<file path="src/rtl/dcache_dm_wt_if.sv">
// rtl/dcache_dm_wt_if.sv - CPU load/store port and line-granular memory port of the data cache
interface dcache_dm_wt_if #(
  parameter int ADDR_W = 32,
  parameter int LINE_W = 128
);
  // CPU side
  logic [ADDR_W-1:0]   cpu_addr;
  logic                cpu_read;
  logic                cpu_write;
  logic [31:0]         cpu_wdata;
  logic [3:0]          cpu_be;
  logic                cpu_flush;
  logic [31:0]         cpu_rdata;
  logic                cpu_stall;
  // Memory side
  logic [ADDR_W-5:0]   mem_addr;
  logic                mem_read;
  logic                mem_write;
  logic [LINE_W-1:0]   mem_wdata;
  logic [LINE_W/8-1:0] mem_be;
  logic [LINE_W-1:0]   mem_rdata;
  logic                mem_ack;

  // Cache view
  modport slave (
    input  cpu_addr, cpu_read, cpu_write, cpu_wdata, cpu_be, cpu_flush,
    input  mem_rdata, mem_ack,
    output cpu_rdata, cpu_stall,
    output mem_addr, mem_read, mem_write, mem_wdata, mem_be
  );

  // Core / memory-controller view
  modport master (
    output cpu_addr, cpu_read, cpu_write, cpu_wdata, cpu_be, cpu_flush,
    output mem_rdata, mem_ack,
    input  cpu_rdata, cpu_stall,
    input  mem_addr, mem_read, mem_write, mem_wdata, mem_be
  );
endinterface

</file>
<file path="src/rtl/dcache_dm_wt.sv">
// rtl/dcache_dm_wt.sv - direct-mapped write-through no-write-allocate data cache
module dcache_dm_wt #(
  parameter int NUM_LINES = 16,
  parameter int ADDR_W    = 32,
  parameter int LINE_W    = 128
) (
  input  logic           iCLK,
  input  logic           iRST_n,
  dcache_dm_wt_if.slave  bus
);

  localparam int INDEX_W = $clog2(NUM_LINES);
  localparam int TAG_W   = ADDR_W - INDEX_W - 4;
  localparam int LADDR_W = ADDR_W - 4;
  localparam int BE_W    = LINE_W / 8;

  typedef enum logic [1:0] {S_IDLE, S_READ, S_RESP, S_WRITE} state_t;

  state_t               state_q, state_d;
  logic [NUM_LINES-1:0] valid_q, valid_d;
  logic [TAG_W-1:0]     tag_q  [NUM_LINES];
  logic [TAG_W-1:0]     tag_d  [NUM_LINES];
  logic [LINE_W-1:0]    data_q [NUM_LINES];
  logic [LINE_W-1:0]    data_d [NUM_LINES];

  logic [LADDR_W-1:0]   mem_addr_q, mem_addr_d;
  logic                 mem_read_q, mem_read_d;
  logic                 mem_write_q, mem_write_d;
  logic [LINE_W-1:0]    mem_wdata_q, mem_wdata_d;
  logic [BE_W-1:0]      mem_be_q, mem_be_d;
  logic [31:0]          cpu_rdata_q, cpu_rdata_d;
  logic [1:0]           word_q, word_d;
  logic                 wr_hit_q, wr_hit_d;

  logic [INDEX_W-1:0]   cpu_index;
  logic [TAG_W-1:0]     cpu_tag;
  logic [1:0]           cpu_word;
  logic                 hit;
  logic [31:0]          hit_word;
  logic [INDEX_W-1:0]   line_index;
  logic [TAG_W-1:0]     line_tag;
  logic                 unused_addr_bits;

  assign cpu_index = bus.cpu_addr[INDEX_W+3:4];
  assign cpu_tag   = bus.cpu_addr[ADDR_W-1:INDEX_W+4];
  assign cpu_word  = bus.cpu_addr[3:2];
  assign hit       = valid_q[cpu_index] && (tag_q[cpu_index] == cpu_tag);
  assign hit_word  = data_q[cpu_index][32*cpu_word +: 32];

  // The latched line address locates the line that a refill or write-merge targets
  assign line_index = mem_addr_q[INDEX_W-1:0];
  assign line_tag   = mem_addr_q[LADDR_W-1:INDEX_W];

  // Byte offset within a word is meaningless for a word-wide port
  assign unused_addr_bits = ^bus.cpu_addr[1:0];

  // Next-state, refill, write-merge and flush decisions
  always_comb begin
    state_d     = state_q;
    valid_d     = valid_q;
    tag_d       = tag_q;
    data_d      = data_q;
    mem_addr_d  = mem_addr_q;
    mem_read_d  = mem_read_q;
    mem_write_d = mem_write_q;
    mem_wdata_d = mem_wdata_q;
    mem_be_d    = mem_be_q;
    cpu_rdata_d = cpu_rdata_q;
    word_d      = word_q;
    wr_hit_d    = wr_hit_q;

    unique case (state_q)
      S_IDLE: begin
        if (bus.cpu_write) begin
          // Stores always go through; remember whether the line is resident so the ack can merge
          mem_addr_d  = bus.cpu_addr[ADDR_W-1:4];
          mem_wdata_d = {(LINE_W/32){bus.cpu_wdata}};
          mem_be_d    = '0;
          mem_be_d[4*cpu_word +: 4] = bus.cpu_be;
          mem_write_d = 1'b1;
          word_d      = cpu_word;
          wr_hit_d    = hit;
          state_d     = S_WRITE;
        end else if (bus.cpu_read && !hit) begin
          mem_addr_d = bus.cpu_addr[ADDR_W-1:4];
          mem_read_d = 1'b1;
          word_d     = cpu_word;
          state_d    = S_READ;
        end else if (!bus.cpu_read && bus.cpu_flush) begin
          valid_d = '0;
        end
      end

      S_READ: begin
        if (bus.mem_ack) begin
          data_d[line_index]  = bus.mem_rdata;
          tag_d[line_index]   = line_tag;
          valid_d[line_index] = 1'b1;
          cpu_rdata_d         = bus.mem_rdata[32*word_q +: 32];
          mem_read_d          = 1'b0;
          state_d             = S_RESP;
        end
      end

      S_RESP: begin
        state_d = S_IDLE;
      end

      S_WRITE: begin
        if (bus.mem_ack) begin
          mem_write_d = 1'b0;
          if (wr_hit_q) begin
            for (int b = 0; b < BE_W; b++) begin
              if (mem_be_q[b]) begin
                data_d[line_index][8*b +: 8] = mem_wdata_q[8*b +: 8];
              end
            end
          end
          state_d = S_IDLE;
        end
      end

      default: state_d = S_IDLE;
    endcase
  end

  // Control, request and valid state; reset abandons any transaction in flight
  always_ff @(posedge iCLK or negedge iRST_n) begin
    if (!iRST_n) begin
      state_q     <= S_IDLE;
      valid_q     <= '0;
      mem_addr_q  <= '0;
      mem_read_q  <= 1'b0;
      mem_write_q <= 1'b0;
      mem_wdata_q <= '0;
      mem_be_q    <= '0;
      cpu_rdata_q <= '0;
      word_q      <= '0;
      wr_hit_q    <= 1'b0;
    end else begin
      state_q     <= state_d;
      valid_q     <= valid_d;
      mem_addr_q  <= mem_addr_d;
      mem_read_q  <= mem_read_d;
      mem_write_q <= mem_write_d;
      mem_wdata_q <= mem_wdata_d;
      mem_be_q    <= mem_be_d;
      cpu_rdata_q <= cpu_rdata_d;
      word_q      <= word_d;
      wr_hit_q    <= wr_hit_d;
    end
  end

  // Tag and data storage needs no reset: the valid bits gate every use
  always_ff @(posedge iCLK) begin
    tag_q  <= tag_d;
    data_q <= data_d;
  end

  assign bus.mem_addr  = mem_addr_q;
  assign bus.mem_read  = mem_read_q;
  assign bus.mem_write = mem_write_q;
  assign bus.mem_wdata = mem_wdata_q;
  assign bus.mem_be    = mem_be_q;

  assign bus.cpu_rdata = (state_q == S_IDLE && hit) ? hit_word : cpu_rdata_q;
  assign bus.cpu_stall = (bus.cpu_read || bus.cpu_write)
                       && !(state_q == S_IDLE && bus.cpu_read && hit && !bus.cpu_write)
                       && !(state_q == S_RESP)
                       && !(state_q == S_WRITE && bus.mem_ack);

endmodule

</file>
<file path="src/flat_wrapper.sv">
// flat-port wrapper written by rule: the top's interface ports become plain ports
module dcache_dm_wt_flat 
#(
  parameter int NUM_LINES = 16,
  parameter int ADDR_W    = 32,
  parameter int LINE_W    = 128
)
  (iCLK, iRST_n, bus_cpu_addr, bus_cpu_read, bus_cpu_write, bus_cpu_wdata, bus_cpu_be, bus_cpu_flush, bus_mem_rdata, bus_mem_ack, bus_cpu_rdata, bus_cpu_stall, bus_mem_addr, bus_mem_read, bus_mem_write, bus_mem_wdata, bus_mem_be);
  dcache_dm_wt_if #(.ADDR_W(ADDR_W), .LINE_W(LINE_W)) bus_i ();
  input  logic iCLK;
  input  logic iRST_n;
  input wire logic [$bits(bus_i.cpu_addr)-1:0] bus_cpu_addr;
  input wire logic [$bits(bus_i.cpu_read)-1:0] bus_cpu_read;
  input wire logic [$bits(bus_i.cpu_write)-1:0] bus_cpu_write;
  input wire logic [$bits(bus_i.cpu_wdata)-1:0] bus_cpu_wdata;
  input wire logic [$bits(bus_i.cpu_be)-1:0] bus_cpu_be;
  input wire logic [$bits(bus_i.cpu_flush)-1:0] bus_cpu_flush;
  input wire logic [$bits(bus_i.mem_rdata)-1:0] bus_mem_rdata;
  input wire logic [$bits(bus_i.mem_ack)-1:0] bus_mem_ack;
  output wire logic [$bits(bus_i.cpu_rdata)-1:0] bus_cpu_rdata;
  output wire logic [$bits(bus_i.cpu_stall)-1:0] bus_cpu_stall;
  output wire logic [$bits(bus_i.mem_addr)-1:0] bus_mem_addr;
  output wire logic [$bits(bus_i.mem_read)-1:0] bus_mem_read;
  output wire logic [$bits(bus_i.mem_write)-1:0] bus_mem_write;
  output wire logic [$bits(bus_i.mem_wdata)-1:0] bus_mem_wdata;
  output wire logic [$bits(bus_i.mem_be)-1:0] bus_mem_be;
  assign bus_i.cpu_addr = bus_cpu_addr;
  assign bus_i.cpu_read = bus_cpu_read;
  assign bus_i.cpu_write = bus_cpu_write;
  assign bus_i.cpu_wdata = bus_cpu_wdata;
  assign bus_i.cpu_be = bus_cpu_be;
  assign bus_i.cpu_flush = bus_cpu_flush;
  assign bus_i.mem_rdata = bus_mem_rdata;
  assign bus_i.mem_ack = bus_mem_ack;
  assign bus_cpu_rdata = bus_i.cpu_rdata;
  assign bus_cpu_stall = bus_i.cpu_stall;
  assign bus_mem_addr = bus_i.mem_addr;
  assign bus_mem_read = bus_i.mem_read;
  assign bus_mem_write = bus_i.mem_write;
  assign bus_mem_wdata = bus_i.mem_wdata;
  assign bus_mem_be = bus_i.mem_be;
  dcache_dm_wt #(.NUM_LINES(NUM_LINES), .ADDR_W(ADDR_W), .LINE_W(LINE_W)) u_core (.iCLK(iCLK), .iRST_n(iRST_n), .bus(bus_i));
endmodule
</file>
<file path="config.mk">
export PLATFORM = sky130hd
export DESIGN_NAME = dcache_dm_wt_flat
export DESIGN_NICKNAME = d
export VERILOG_FILES = /design/src/rtl/dcache_dm_wt_if.sv /design/src/rtl/dcache_dm_wt.sv /design/src/flat_wrapper.sv
export SDC_FILE = /design/constraint.sdc
export NUM_CORES = 2
export LEC_CHECK = 0
export BUFFER_PORTS_ARGS = -buffer_cell sky130_fd_sc_hd__buf_2
export CORE_ASPECT_RATIO = 0.9
export CORE_MARGIN = 3
export CORE_UTILIZATION = 50
export CTS_CLUSTER_SIZE = 28
export DETAILED_ROUTE_END_ITERATION = 10
export PLACE_DENSITY = 0.67
export SLEW_MARGIN = 25
export SYNTH_ARGS = -nofsm -noshare
export SYNTH_HDL_FRONTEND = slang
export SYNTH_SLANG_ARGS = --single-unit
</file>
<file path="constraint.sdc">
create_clock -name iCLK -period 5.37 [get_ports iCLK]
set_input_delay 0.8055 -clock iCLK [delete_from_list [all_inputs] [get_ports iCLK]]
set_output_delay 0.8055 -clock iCLK [all_outputs]
set_load 0.02 [all_outputs]
</file>
==> flow_metrics.py <==
metrics = {
    "critical_path": {
        "cp_data_required_time_ns": 4.56,
        "crit_path_max_fanout": 25,
        "worstPathBufferInverterCount": 6,
        "rrSetupSlack_ns": 1.41,
        "r2r_cells": 4,
        "startpoint_type": "primary input",
        "path_class": "in -> out",
        "end_kind": "output port",
        "critPathTopFamily": "buffers and inverters",
        "critPathMaxStageDelay_ns": 0.56,
        "cp_slowest_cell": "mux4_2",
        "worstReg2RegStart": "u_core.bus.mem_addr[2]",
        "timing.rr.end": "u_core.data_q[1072]",
        "arrival_ns": 4.50,
        "path_cells": "buf_8, buf_4, mux4_2, xnor2_1, a211oi_1, a221o_1, nor4_1, buf_4, nand4_4, nor4_4, buf_12, buf_12, mux2_4, buf_2",
    },
    "detailed_routing": {
        "drtAntennaViolNets": 0,
        "wl_per_cell_um": 31.6,
        "wl_um": 341000,
        "vias_per_cell": 6.34,
        "route.detailed.drc": 0,
        "first_pass_iters": 6,
        "via_count": 68600,
        "drt_iter0_markers": 9672,
    },
    "synth": {
        "synthFlopType": "edfxtp_1",
        "ys_seq_elements": 2563,
        "postSynthCellCount": 7355,
        "netlist_area_mm2": 0.112,
        "synth_seq_area_share": 0.679,
        "synth_cell_types": 62,
        "yosys_warnings": 0,
        "synth_top_area_cell": "edfxtp_1",
        "synth_area_leaders": "edfxtp_1 (65%), mux4_2 (16%), nor2_1 (7.9%)",
        "synth_top_area_frac": 0.650,
        "synth_nets": 7561,
        "avgSynthCellArea_um2": 15.3,
        "synth_edf_count": 2432,
        "synthArstFlopShare": 0.0511,
    },
    "timing": {
        "whs_ns": 0.0842,
        "hold_viol": 0,
        "tightest_slew_ns": 1.12,
        "max-slew-margin-rel": 0.248,
        "rsz0062_at_grt": "no",
        "finalClockSkew_ns": 0.0531,
        "setup_viol": 0,
        "min_period_ns": 5.31,
        "worst_slack_ns": 0.0626,
        "fmaxAchievable_ghz": 0.188,
        "post-route-period-util": 0.988,
        "drv_slew": 0,
        "setup-tns-final_ns": 0,
    },
    "run_status": {
        "status": "complete, no violations",
    },
    "place": {
        "placed_cell_area_mm2": 0.118,
        "io_buffers": 406,
        "gp_congestion": 0.896,
        "hpwl_um": 223000,
        "pre_cts_slack_ns": 0.102,
        "dpl.cell_count": 10300,
    },
    "clock_network": {
        "clockRootBuffer": "clkbuf_16",
        "insertion_delay_ns": 0.91,
        "cts_buffer_depth": 4,
        "path_clk_slew_ns": 0.06,
        "clock-sinks": 2563,
        "cts_buffers": 278,
        "tritoncts": "built",
        "htree_levels": 5,
        "cts_setup_buffers": 0,
    },
    "die": {
        "io-pin-count": 409,
        "die-area_mm2": 0.230,
        "core-area_mm2": 0.223,
        "dieWidth_um": 506,
        "die_y_um": 456,
        "start_util": 0.505,
        "rows": 164,
    },
    "pwr": {
        "leakage_nw": 42.6,
        "ir_worst_vdd_uv": 449,
        "power.density_mw_per_mm2": 440,
    },
    "final_layout": {
        "fin_area_mm2": 0.127,
        "drive_gt1_frac": 0.266,
        "area_growth_pct": 12.9,
        "nets": 7835,
        "n_fill_cell": 17000,
        "finalNonFillerCells": 10800,
    },
    "global_route": {
        "grt_pass1_vias": 68100,
        "antenna_found_initial": 24,
        "grt_pass1_wl_um": 487000,
        "gr-total-overflow": 0,
        "grt_use_total": 0.292,
        "grt_max_degree": 107,
    },
    "flow_run": {
        "drv_cap": 0,
    },
    "hold_path": {
        "hold-path-cell-count": 3,
        "hold_class": "in -> reg",
        "worstHoldEndpoint": "u_core.bus.mem_wdata[125]",
        "min_from": "bus_cpu_wdata[29]",
    },
}
per-stage QoR:
stage	total power [W]	util
finish	0.0559	0.570
global route	0.0574	0.570
CTS	0.0558	0.569
detailed placement	0.0381	0.532
global placement	0.0377	0.531
floorplan	0.0325	-
Yosys cell counts (8+ instances only):
cell      instances
edfxtp_1       2432
nor2_1         2372
mux4_2          799
clkbuf_1        493
nand2_1         145
a21oi_1         144
dfrtp_1         131
and3_1          130
buf_2           117
buf_4           102
mux2_2           44
mux2i_1          42
buf_1            41
inv_1            36
a22oi_1          33
nand3_1          33
mux2_4           30
o211ai_1         23
or4_1            23
a22o_1           17
xnor2_1          15
o21ai_1          14
o21ai_0          13
buf_6            11
xor2_1           10
a31oi_1           8
o31ai_1           8
o41a_1            8
state kept, by name, indices dropped and copies added, names as in the netlist:
register,flops
u_core.word_q,2
u_core.bus.mem_addr,28
u_core.valid_q,16
u_core.bus.mem_be,16
u_core.cpu_rdata_q,32
u_core.tag_q,384
u_core.bus.mem_write,1
u_core.wr_hit_q,1
u_core.state_q,2
u_core.data_q,2048
u_core.bus.mem_wdata,32
u_core.bus.mem_read,1
cells by family (layout without fill, tap and decap cells):
family,after synthesis,after routing,synth area share
AO/OA/AOI/OAI,294,294,0.0166
XOR/XNOR,25,25,0.00195
adder cells (fa/ha/maj),4,4,0.000445
buffers and inverters,803,1260,0.0324
flip-flops,2563,2563,0.679
multiplexers,915,915,0.172
other,0,13,0
AND/OR/NAND/NOR,2751,2751,0.0973
worst min-delay path, stage by stage:
cell and delay [ns]:
buf_2 0.08, nand2_1 0.04, nand2_1 0.04
area by class of cell:
type | count | area (um^2) | share of cell area
Tap cell | 2988 | 3740 | 0.0295
Sequential cell | 2563 | 76300 | 0.601
Timing Repair Buffer | 759 | 5390 | 0.0425
Antenna cell | 13 | 32.5 | 0.000256
Multi-Input combinational cell | 3989 | 33000 | 0.260
Clock buffer | 357 | 7420 | 0.0585
Inverter | 38 | 150 | 0.00118
Clock inverter | 106 | 837 | 0.00660
worst max path at each step:
stage                      start                 to  depth (start not counted)
3_5_place_dp     bus_cpu_addr[4]  bus_cpu_rdata[16]                         13
2_1_floorplan    bus_cpu_addr[5]  bus_cpu_rdata[20]                         12
5_1_grt        u_core.tag_q[266]  bus_cpu_rdata[16]                         11
3_3_place_gp     bus_cpu_addr[4]  bus_cpu_rdata[16]                         13
6_report         bus_cpu_addr[4]  bus_cpu_rdata[16]                         14
4_1_cts          u_core.tag_q[5]  bus_cpu_rdata[16]                         11
routing by layer:
metal  wire [um]  share of wire  GRT usage  up-vias
li1            -              -          -    27900
met1      123000           0.36      0.392    35400
met2      160000           0.47      0.455     4456
met3       36600           0.11     0.0593      821
met4       20800          0.061      0.154       10
met5          67        0.00020          0        -
report_power, final:
| part | total (W) | internal [W] | switching, W |
|---|---|---|---|
| logic | 0.0125 | 0.00368 | 0.00885 |
| registers | 0.0254 | 0.0238 | 0.00156 |
| clock network | 0.0180 | 0.0103 | 0.00763 |
layout by cell type, fill, tap and decap left out, types with 10 or more instances in the layout:
| master | instances |
|---|---|
| nand2_4 | 10 |
| or4_1 | 22 |
| clkinv_1 | 51 |
| o21ai_1 | 11 |
| a21oi_1 | 110 |
| edfxtp_1 | 2432 |
| clkbuf_16 | 285 |
| nand2_1 | 134 |
| buf_12 | 47 |
| buf_4 | 301 |
| a21oi_2 | 25 |
| mux4_2 | 799 |
| inv_1 | 35 |
| xor2_1 | 10 |
| xnor2_1 | 15 |
| o21ai_0 | 10 |
| clkbuf_1 | 70 |
| o211ai_1 | 23 |
| nor2_2 | 13 |
| dfrtp_1 | 129 |
| a22oi_1 | 33 |
| a22o_1 | 17 |
| mux2i_1 | 42 |
| mux2_4 | 30 |
| nand3_1 | 27 |
| and3_1 | 130 |
| diode_2 | 13 |
| bufinv_16 | 13 |
| nor2_4 | 17 |
| mux2_2 | 44 |
| buf_2 | 402 |
| nor2_1 | 2342 |
| clkinv_2 | 31 |
timing repair:
action / CTS / global route
endpoints found under the hold margin: 34 / 0
hold buffers: 1 / 0
setup endpoints to repair: 0 / 23
gates resized for setup: 0 / 3
No activity file was read; power rests on OpenSTA's default activity.
